$ cat config.mk
export PLATFORM = sky130hd
export DESIGN_NAME = jtag_tap_ctrl
export DESIGN_NICKNAME = d
export VERILOG_FILES = /design/src/rtl/jtag_pkg.sv /design/src/rtl/jtag_tap_fsm.sv /design/src/rtl/jtag_tap_ctrl.sv
export SDC_FILE = /design/constraint.sdc
export NUM_CORES = 1
export LEC_CHECK = 0
export ABC_AREA = 1
export CAP_MARGIN = 40
export CORE_ASPECT_RATIO = 1.1
export CORE_MARGIN = 4
export CORE_UTILIZATION = 44
export DETAILED_ROUTE_END_ITERATION = 6
export GPL_ROUTABILITY_DRIVEN = 0
export HOLD_SLACK_MARGIN = 0.05
export PLACE_DENSITY = 0.77
export REMOVE_ABC_BUFFERS = 1
export SYNTH_ARGS = -nofsm -noshare
export SYNTH_HDL_FRONTEND = slang
export SYNTH_SLANG_ARGS = --single-unit
$ cat constraint.sdc
create_clock -name clk -period 2.1 [get_ports clk]
set_clock_uncertainty 0.1 [all_clocks]
set_input_delay 0.525 -clock clk [delete_from_list [all_inputs] [get_ports clk]]
set_output_delay 0.525 -clock clk [all_outputs]
set_load 0.02 [all_outputs]
$ cat src/rtl/jtag_pkg.sv
// Shared TAP definitions: state encoding, Capture-IR pattern and default IDCODE instruction.
package jtag_pkg;

    localparam int unsigned TAP_STATE_W     = 4;
    localparam int unsigned IR_CAPTURE_PAT  = 32'h0000_0001;
    localparam int unsigned IDCODE_INST_DEF = 0;

    // IEEE 1149.1 reference encoding, so STATE reads like the standard's tables
    typedef enum logic [TAP_STATE_W-1:0] {
        TAP_EXIT2_DR   = 4'h0,
        TAP_EXIT1_DR   = 4'h1,
        TAP_SHIFT_DR   = 4'h2,
        TAP_PAUSE_DR   = 4'h3,
        TAP_SELECT_IR  = 4'h4,
        TAP_UPDATE_DR  = 4'h5,
        TAP_CAPTURE_DR = 4'h6,
        TAP_SELECT_DR  = 4'h7,
        TAP_EXIT2_IR   = 4'h8,
        TAP_EXIT1_IR   = 4'h9,
        TAP_SHIFT_IR   = 4'hA,
        TAP_PAUSE_IR   = 4'hB,
        TAP_RUN_IDLE   = 4'hC,
        TAP_UPDATE_IR  = 4'hD,
        TAP_CAPTURE_IR = 4'hE,
        TAP_RESET      = 4'hF
    } tap_state_t;

endpackage

$ cat src/rtl/jtag_tap_fsm.sv
// 16-state TAP state machine; exposes the registered state and the state it moves to next.
module jtag_tap_fsm
    import jtag_pkg::*;
(
    input  logic       clk,
    input  logic       rst_n,
    input  logic       tms_i,
    output tap_state_t state_o,
    output tap_state_t state_next_o
);

    tap_state_t state_q, state_d;

    always_ff @(posedge clk or negedge rst_n) begin
        if (!rst_n) begin
            state_q <= TAP_RESET;
        end else begin
            state_q <= state_d;
        end
    end

    always_comb begin
        state_d = state_q;
        case (state_q)
            TAP_RESET:      state_d = tms_i ? TAP_RESET     : TAP_RUN_IDLE;
            TAP_RUN_IDLE:   state_d = tms_i ? TAP_SELECT_DR : TAP_RUN_IDLE;
            TAP_SELECT_DR:  state_d = tms_i ? TAP_SELECT_IR : TAP_CAPTURE_DR;
            TAP_CAPTURE_DR: state_d = tms_i ? TAP_EXIT1_DR  : TAP_SHIFT_DR;
            TAP_SHIFT_DR:   state_d = tms_i ? TAP_EXIT1_DR  : TAP_SHIFT_DR;
            TAP_EXIT1_DR:   state_d = tms_i ? TAP_UPDATE_DR : TAP_PAUSE_DR;
            TAP_PAUSE_DR:   state_d = tms_i ? TAP_EXIT2_DR  : TAP_PAUSE_DR;
            TAP_EXIT2_DR:   state_d = tms_i ? TAP_UPDATE_DR : TAP_SHIFT_DR;
            TAP_UPDATE_DR:  state_d = tms_i ? TAP_SELECT_DR : TAP_RUN_IDLE;
            TAP_SELECT_IR:  state_d = tms_i ? TAP_RESET     : TAP_CAPTURE_IR;
            TAP_CAPTURE_IR: state_d = tms_i ? TAP_EXIT1_IR  : TAP_SHIFT_IR;
            TAP_SHIFT_IR:   state_d = tms_i ? TAP_EXIT1_IR  : TAP_SHIFT_IR;
            TAP_EXIT1_IR:   state_d = tms_i ? TAP_UPDATE_IR : TAP_PAUSE_IR;
            TAP_PAUSE_IR:   state_d = tms_i ? TAP_EXIT2_IR  : TAP_PAUSE_IR;
            TAP_EXIT2_IR:   state_d = tms_i ? TAP_UPDATE_IR : TAP_SHIFT_IR;
            TAP_UPDATE_IR:  state_d = tms_i ? TAP_SELECT_DR : TAP_RUN_IDLE;
            default:        state_d = TAP_RESET;
        endcase
    end

    assign state_o      = state_q;
    assign state_next_o = state_d;

endmodule

$ cat src/rtl/jtag_tap_ctrl.sv
// TAP controller: IR, chain decode, optional bypass register and TDO mux.
// Optional bypass register enabled by defining JTAG_TAP_BYPASS_EN.
module jtag_tap_ctrl
    import jtag_pkg::*;
#(
    parameter int unsigned NUM_CHAINS  = 4,
    parameter int unsigned IR_WIDTH    = 4,
    parameter int unsigned IDCODE_INST = IDCODE_INST_DEF
) (
    input  logic                  clk,
    input  logic                  rst_n,
    input  logic                  tms_i,
    input  logic                  tdi_i,
    output logic                  tdo_o,
    output logic                  tdo_en_o,
    output logic                  chain_si_o,
    input  logic [NUM_CHAINS-1:0] chain_so_i,
    output logic [NUM_CHAINS-1:0] sel_chain_o,
    output logic                  load_chain_o,
    output logic                  update_dr_o,
    output logic [IR_WIDTH-1:0]   ir_out_o,
    output logic [TAP_STATE_W-1:0] state_o
);

    localparam int unsigned SEL_W = (NUM_CHAINS > 1) ? $clog2(NUM_CHAINS) : 1;

    tap_state_t          state, state_next;
    logic [IR_WIDTH-1:0] ir_q, ir_d;
    logic [IR_WIDTH-1:0] ir_sr_q, ir_sr_d;
    logic                chain_hit;
    logic [SEL_W-1:0]    sel_idx;
    logic                bypass_bit;

    jtag_tap_fsm u_fsm (
        .clk          (clk),
        .rst_n        (rst_n),
        .tms_i        (tms_i),
        .state_o      (state),
        .state_next_o (state_next)
    );

    assign state_o    = state;
    assign chain_si_o = tdi_i;
    assign ir_out_o   = ir_q;
    assign chain_hit  = 32'(ir_q) < NUM_CHAINS;
    assign sel_idx    = SEL_W'(ir_q);

    // IR returns to IDCODE on the edge that enters Test-Logic-Reset
    always_comb begin
        ir_d    = ir_q;
        ir_sr_d = ir_sr_q;
        if (state == TAP_CAPTURE_IR) begin
            ir_sr_d = IR_WIDTH'(IR_CAPTURE_PAT);
        end else if (state == TAP_SHIFT_IR) begin
            ir_sr_d = {tdi_i, ir_sr_q[IR_WIDTH-1:1]};
        end
        if (state == TAP_UPDATE_IR) begin
            ir_d = ir_sr_q;
        end
        if (state_next == TAP_RESET) begin
            ir_d = IR_WIDTH'(IDCODE_INST);
        end
    end

    always_ff @(posedge clk or negedge rst_n) begin
        if (!rst_n) begin
            ir_q    <= IR_WIDTH'(IDCODE_INST);
            ir_sr_q <= '0;
        end else begin
            ir_q    <= ir_d;
            ir_sr_q <= ir_sr_d;
        end
    end

`ifdef JTAG_TAP_BYPASS_EN
    logic bypass_q, bypass_d;

    always_comb begin
        bypass_d = bypass_q;
        if (state == TAP_CAPTURE_DR) begin
            bypass_d = 1'b0;
        end else if (state == TAP_SHIFT_DR) begin
            bypass_d = tdi_i;
        end
    end

    always_ff @(posedge clk or negedge rst_n) begin
        if (!rst_n) begin
            bypass_q <= 1'b0;
        end else begin
            bypass_q <= bypass_d;
        end
    end

    assign bypass_bit = bypass_q;
`else
    assign bypass_bit = 1'b0;
`endif

    // Strobes and TDO decode straight from the registered state
    always_comb begin
        tdo_o        = 1'b0;
        tdo_en_o     = 1'b0;
        sel_chain_o  = '0;
        load_chain_o = 1'b0;
        update_dr_o  = 1'b0;
        case (state)
            TAP_CAPTURE_DR: begin
                load_chain_o = 1'b1;
                if (chain_hit) begin
                    sel_chain_o = NUM_CHAINS'(1) << sel_idx;
                end
            end
            TAP_SHIFT_DR: begin
                tdo_en_o = 1'b1;
                if (chain_hit) begin
                    sel_chain_o = NUM_CHAINS'(1) << sel_idx;
                    tdo_o       = chain_so_i[sel_idx];
                end else begin
                    tdo_o = bypass_bit;
                end
            end
            TAP_SHIFT_IR: begin
                tdo_en_o = 1'b1;
                tdo_o    = ir_sr_q[0];
            end
            TAP_UPDATE_DR: begin
                update_dr_o = 1'b1;
            end
            default: ;
        endcase
    end

endmodule

* After elaboration in Yosys (flattened, before gate mapping)
Index checks and enable logic that the tools add are counted.
** Word-level totals
- Bits in writable memories :: 0
- Flip-flop bits (word level) :: 12
- Memories :: 0
- Word-level logic and storage cells :: 55
- ROM bits :: 0
- Output and inout port bits :: 17
- Bits in latches :: 0
- Input port bits :: 8
** Operators by class
- Bitwise logic cells :: 0
- Div/mod/pow operators :: 0
- Multiply operators :: 0
- $add $sub $neg :: 0
- Shift operators :: 1
- Equality and inequality tests :: 16
- Muxes and demuxes :: 26
- Order comparisons :: 2
- Reductions and logical operators :: 7
** Operators with widths (count)
- $pmux 4 s12 :: 1
- $eq 4x4->1 const B :: 9
- $mux 4 :: 7
- $eq 4x3->1 const B :: 4
- $mux 2 :: 6
- $mux 3 :: 4
- $eq 4x2->1 const B :: 2
- $mux 1 :: 6
- $reduce_or 2->1 :: 3
- $eq 4x1->1 const B :: 1
- $logic_not 4->1 :: 1
- $lt 4x3->1 const B :: 1
- $reduce_bool 2->1 :: 2
- $shl 1x2->4 const A :: 1
- $lt 2x3->1 const B :: 1
- $reduce_or 3->1 :: 1
- $bmux 1 s2 :: 1
- $pmux 1 s2 :: 1

* Longest topological paths before layout
Gate-level depths: netlist of run 1.
- Depth in word-level cells :: 5
- Depth in mapped cells :: 10
- Gate-level depth less buffers :: 9

* Cells and area by module
Synthesis of run 1 repeated with hierarchy kept, for this count alone.
** Unflattened totals
- Cell total of the unflattened synthesis :: 120
- Area, all modules :: 783.3 um2
** By module, submodules not included
- jtag_tap_ctrl :: area each 493.0 um2, times used 1, cells each 73, sequential area each 200.2 um2
- jtag_tap_fsm :: area each 290.3 um2, times used 1, cells each 47, sequential area each 105.1 um2

* Worst setup path before layout of run 1
No wires, ideal clock.
- Path kind :: register -> output
- Start :: register u_fsm.state_q[1] (netlist: u_fsm.state_o[1])
- End :: output port sel_chain_o[0]
- Path buffers :: 0
- Stages on the path, launching flop included :: 5
- Required time :: 1.475 ns
- Arrival :: 1.447 ns
- Slack :: 0.028 ns
- Path through :: dfstp_2 > nand2_1 > inv_1 > nand3_1 > nor3_1
** Between the ends
- Cells in the longest elaborated chain, start to end :: 3
- Elaborated cells between the ends (all ways) :: 4
- Classes of those cells :: 2 x eq/ne; 1 x mux; 1 x reduce/logical
** Ends and longest elaborated chain
- start, declared :: RTL line jtag_tap_fsm.sv:12 : tap_state_t state_q, state_d;
- start signal, assigned :: RTL line jtag_tap_fsm.sv:18 : state_q <= state_d;
- $eq 4x3->1 / $eq 4x2->1 (equally long branches) :: RTL line jtag_tap_ctrl.sv:107 : case (state)
- $reduce_or 2->1 (no line) *
- $mux 4 *
- end, declared :: RTL line jtag_tap_ctrl.sv:18 : output logic [NUM_CHAINS-1:0] sel_chain_o,
Every way passes the cells marked *; elsewhere a longest branch is shown, timed or not.

* Worst setup path after layout of run 1
- Start :: input port chain_so_i[2]
- End :: output port tdo_o
** Between the ends
- Cells in the longest elaborated chain, start to end :: 4
** Ends and longest elaborated chain
- start, declared :: RTL line jtag_tap_ctrl.sv:17 : input logic [NUM_CHAINS-1:0] chain_so_i,
- $bmux 1 s2 :: RTL line jtag_tap_ctrl.sv:118 : tdo_o = chain_so_i[sel_idx];
- $mux 1 (implied by the code) :: RTL line jtag_tap_ctrl.sv:118
- $mux 1 :: RTL line jtag_tap_ctrl.sv:116 : if (chain_hit) begin
- $pmux 1 s2 :: RTL line jtag_tap_ctrl.sv:107
- end, declared :: RTL line jtag_tap_ctrl.sv:14 : output logic tdo_o,
Every way passes these cells. The select of a mux whose other input is x is not followed.

==> results of run 1 <==
[final cells by class]
| class | count | area [um^2] | share of cell area, % |
|---|---|---|---|
| tap | 17 | 21.3 | 1.76 |
| clock buffer | 4 | 26.3 | 2.17 |
| multi-input combinational | 76 | 408 | 33.7 |
| timing repair buffer | 41 | 359 | 29.7 |
| inverter | 23 | 88.8 | 7.35 |
| sequential | 12 | 305 | 25.3 |
[Yosys cell counts (all sizes together)]
master   n  area share [%]
buf      2             2.4
nand4    1            0.82
a21oi    2             1.3
dfstp    4              14
nand3    7             4.6
nand3b   1            0.98
o21ai    8             5.2
dfrtp    8              26
nor3     4             2.6
inv     23              12
a22oi    1            0.98
nor2    20              12
nand2   30              16
o22ai    2             1.6
[layout by cell type (no fill, tap or decap), types with 5 or more instances in the layout]
cell / instances
buf_4: 18
clkdlybuf4s50_1: 11
dfrtp_1: 8
dlygate4sd2_1: 5
inv_1: 19
nand2_1: 26
nand3_1: 6
nor2_1: 16
o21ai_0: 7
[path summary, 6_finish.rpt]
check / startpoint / endpoint / slack [ns]
max in group asynchronous: rst_n / u_fsm.state_o[2] / 1.04
min in group asynchronous: rst_n / ir_sr_q[2] / 0.50
min: ir_sr_q[1] / ir_sr_q[0] / 0.46
min reg2reg: ir_sr_q[1] / ir_sr_q[0] / 0.46
max reg2reg: u_fsm.state_o[0] / ir_out_o[3] / 0.36
max: chain_so_i[2] / tdo_o / 0.02
[cell families (layout without fill, tap and decap cells)]
| family | count (synthesis) | after routing |
|---|---|---|
| simple gates | 63 | 63 |
| buf+inv | 25 | 68 |
| compound gates | 13 | 13 |
| flops | 12 | 12 |
[flip-flops by register name, indices dropped and copies added (netlist names)]
signal / flops
ir_sr_q: 4
ir_out_o: 4
u_fsm.state_o: 4
[metal layers]
layer	vias up	GRT usage (%)	part of all wire, %
met5	-	0	0
met4	0	6.73	1.6
met3	4	2.77	4.2
met2	20	29.7	53
met1	410	21.8	41
li1	439	-	-
[critical path, cell delays in order]
cell and delay, ns:
clkdlybuf4s50_1 0.47, nand3_1 0.07, nand4_1 0.11, nand2_1 0.08, o21ai_2 0.07, buf_6 0.13
[metrics by stage]
stage	hold WS (ns)	setup TNS (ns)	cell area, um^2
5_1_grt	0.509	-0.161	1210
4_1_cts	0.466	0	1170
6_report	0.459	0	1210
3_3_place_gp	0.441	-1.26	1140
3_5_place_dp	0.449	-1.48	1140
2_1_floorplan	0.129	0	748
[power by group through the flow]
stage               clock network [uW]  registers, uW  logic, uW
floorplan                            0            521        452
global route                       167            446       1180
global placement                     0            425       1010
CTS                                152            424       1030
detailed placement                   0            426       1030
finish                             144            430       1070
[repair_timing]
action / CTS / global route
hold buffers: 0 / 0
resized for setup: 45 / 16
pin swaps: 1 / 4
endpoints found under the setup margin: 13 / 8
gates cloned: 0 / 0
setup buffers: 1 / 0
==> flow_metrics.tcl, run 1 <==
set metrics [dict create \
    status "finished clean" \
    synth_compound_area_share_pct 9.14 \
    final_core_util_pct 74.9 \
    core_area_mm2 0.00161 \
    synth-xor-area-share_pct 0 \
    vdd_drop_max_v 0.000758 \
    ys_seq_area_share_pct 39.8 \
    dp.cells 169 \
    synth_top_family_by_area "simple AND/OR/NAND/NOR gates" \
    wl_mm 2.12 \
    area_growth_pct 57.6 \
    cell_internal_pwr_uw 871 \
    reg2regPathDepth 11 \
    switching_share_pct 47.2 \
    setup_viol 0 \
    dieWidth_um 47.8 \
    p_comb_share_pct 65.2 \
    grt_first_pass_wirelength_mm 3.14 \
    vias 873 \
    ant_nets 0 \
    powerDensity_mw_per_mm2 1360 \
    final_cells 173 \
    clock-sinks 12 \
    diodes 0 \
    vias_per_cell 5.05 \
    fp.dieArea_mm2 0.00248 \
    slew_headroom_pct 65.4 \
    final_nets 165 \
    antenna_found_initial 0 \
    netlist_instances 113 \
    port_buffers 24 \
    synth_cell_type_count 21 \
    drv_cap 0 \
    rows 15 \
    cts_max_level 1 \
    worst_ep_arrival_time_ns 1.46 \
    fmax_ghz 0.481 \
    critPathLaunchType "primary input" \
    seqPwrFrac_pct 26.1 \
    gr-total-overflow 0 \
    die_h_um 51.8 \
    yosysWarnings 0 \
    hp-class "register to register" \
    finalPower_uw 1650 \
    start_util_pct 47.5 \
    grt_pass1_vias 758 \
    dpl.hpwl_mm 1.60 \
    p_switching_uw 778 \
    critPathMaxFanout 1 \
    clk_latency_ns 0.27 \
    synthMuxAreaShare_pct 0 \
    synth_fa_ha_area_share_pct 0 \
    pwr-share-clk_pct 8.7 \
    tightest_slew_ns 0.518 \
    grt_start_max_net_pins 13 \
    yosys.area_share.simple_pct 37.0 \
    rsz0062_at_grt "yes" \
    place_ws_ns -0.471 \
    drtIter0Drc 19 \
    syn_area_um2 767 \
    period_share_pct 99.1 \
    critPathCaptureType "primary output" \
    grt_use_total_pct 17.7 \
    io_pins 25 \
    min_period_ns 2.08 \
    cp.required_ns 1.47 \
    clk_pin_slew_worst_paths_ns 0.07 \
    crit_type "primary input to primary output" \
    first_pass_iters 4 \
    syn_avg_cell_area_um2 6.79 \
    fill_cells 126 \
    fin_ws_ns 0.0194 \
    min_path_cells 2 \
    root_buffer "clkbuf_4" \
    drc_errors 0 \
    finalHoldViolCount 0 \
    wl_per_cell_um 12.2 \
    cts_tree "yes" \
    cts_made_buffers 3 \
    leakage_uw 0.000643 \
    drive_above_1_share_pct 30.8 \
    drv_slew 0 \
    ys_ff_latch 12 \
    ctsLongestPathBuffers 2 \
]
(Power assumes the default switching activity.)
==> inputs of run 2 (changes only) <==
--- a/config.mk
+++ b/config.mk
@@ -10,6 +10,7 @@
 export CORE_ASPECT_RATIO = 1.1
 export CORE_MARGIN = 4
 export CORE_UTILIZATION = 44
+export CTS_CLUSTER_SIZE = 16
 export DETAILED_ROUTE_END_ITERATION = 6
 export GPL_ROUTABILITY_DRIVEN = 0
 export HOLD_SLACK_MARGIN = 0.05
==> results of run 2 <==
No change in the layout: final DEF, timing and power equal those of run 1.
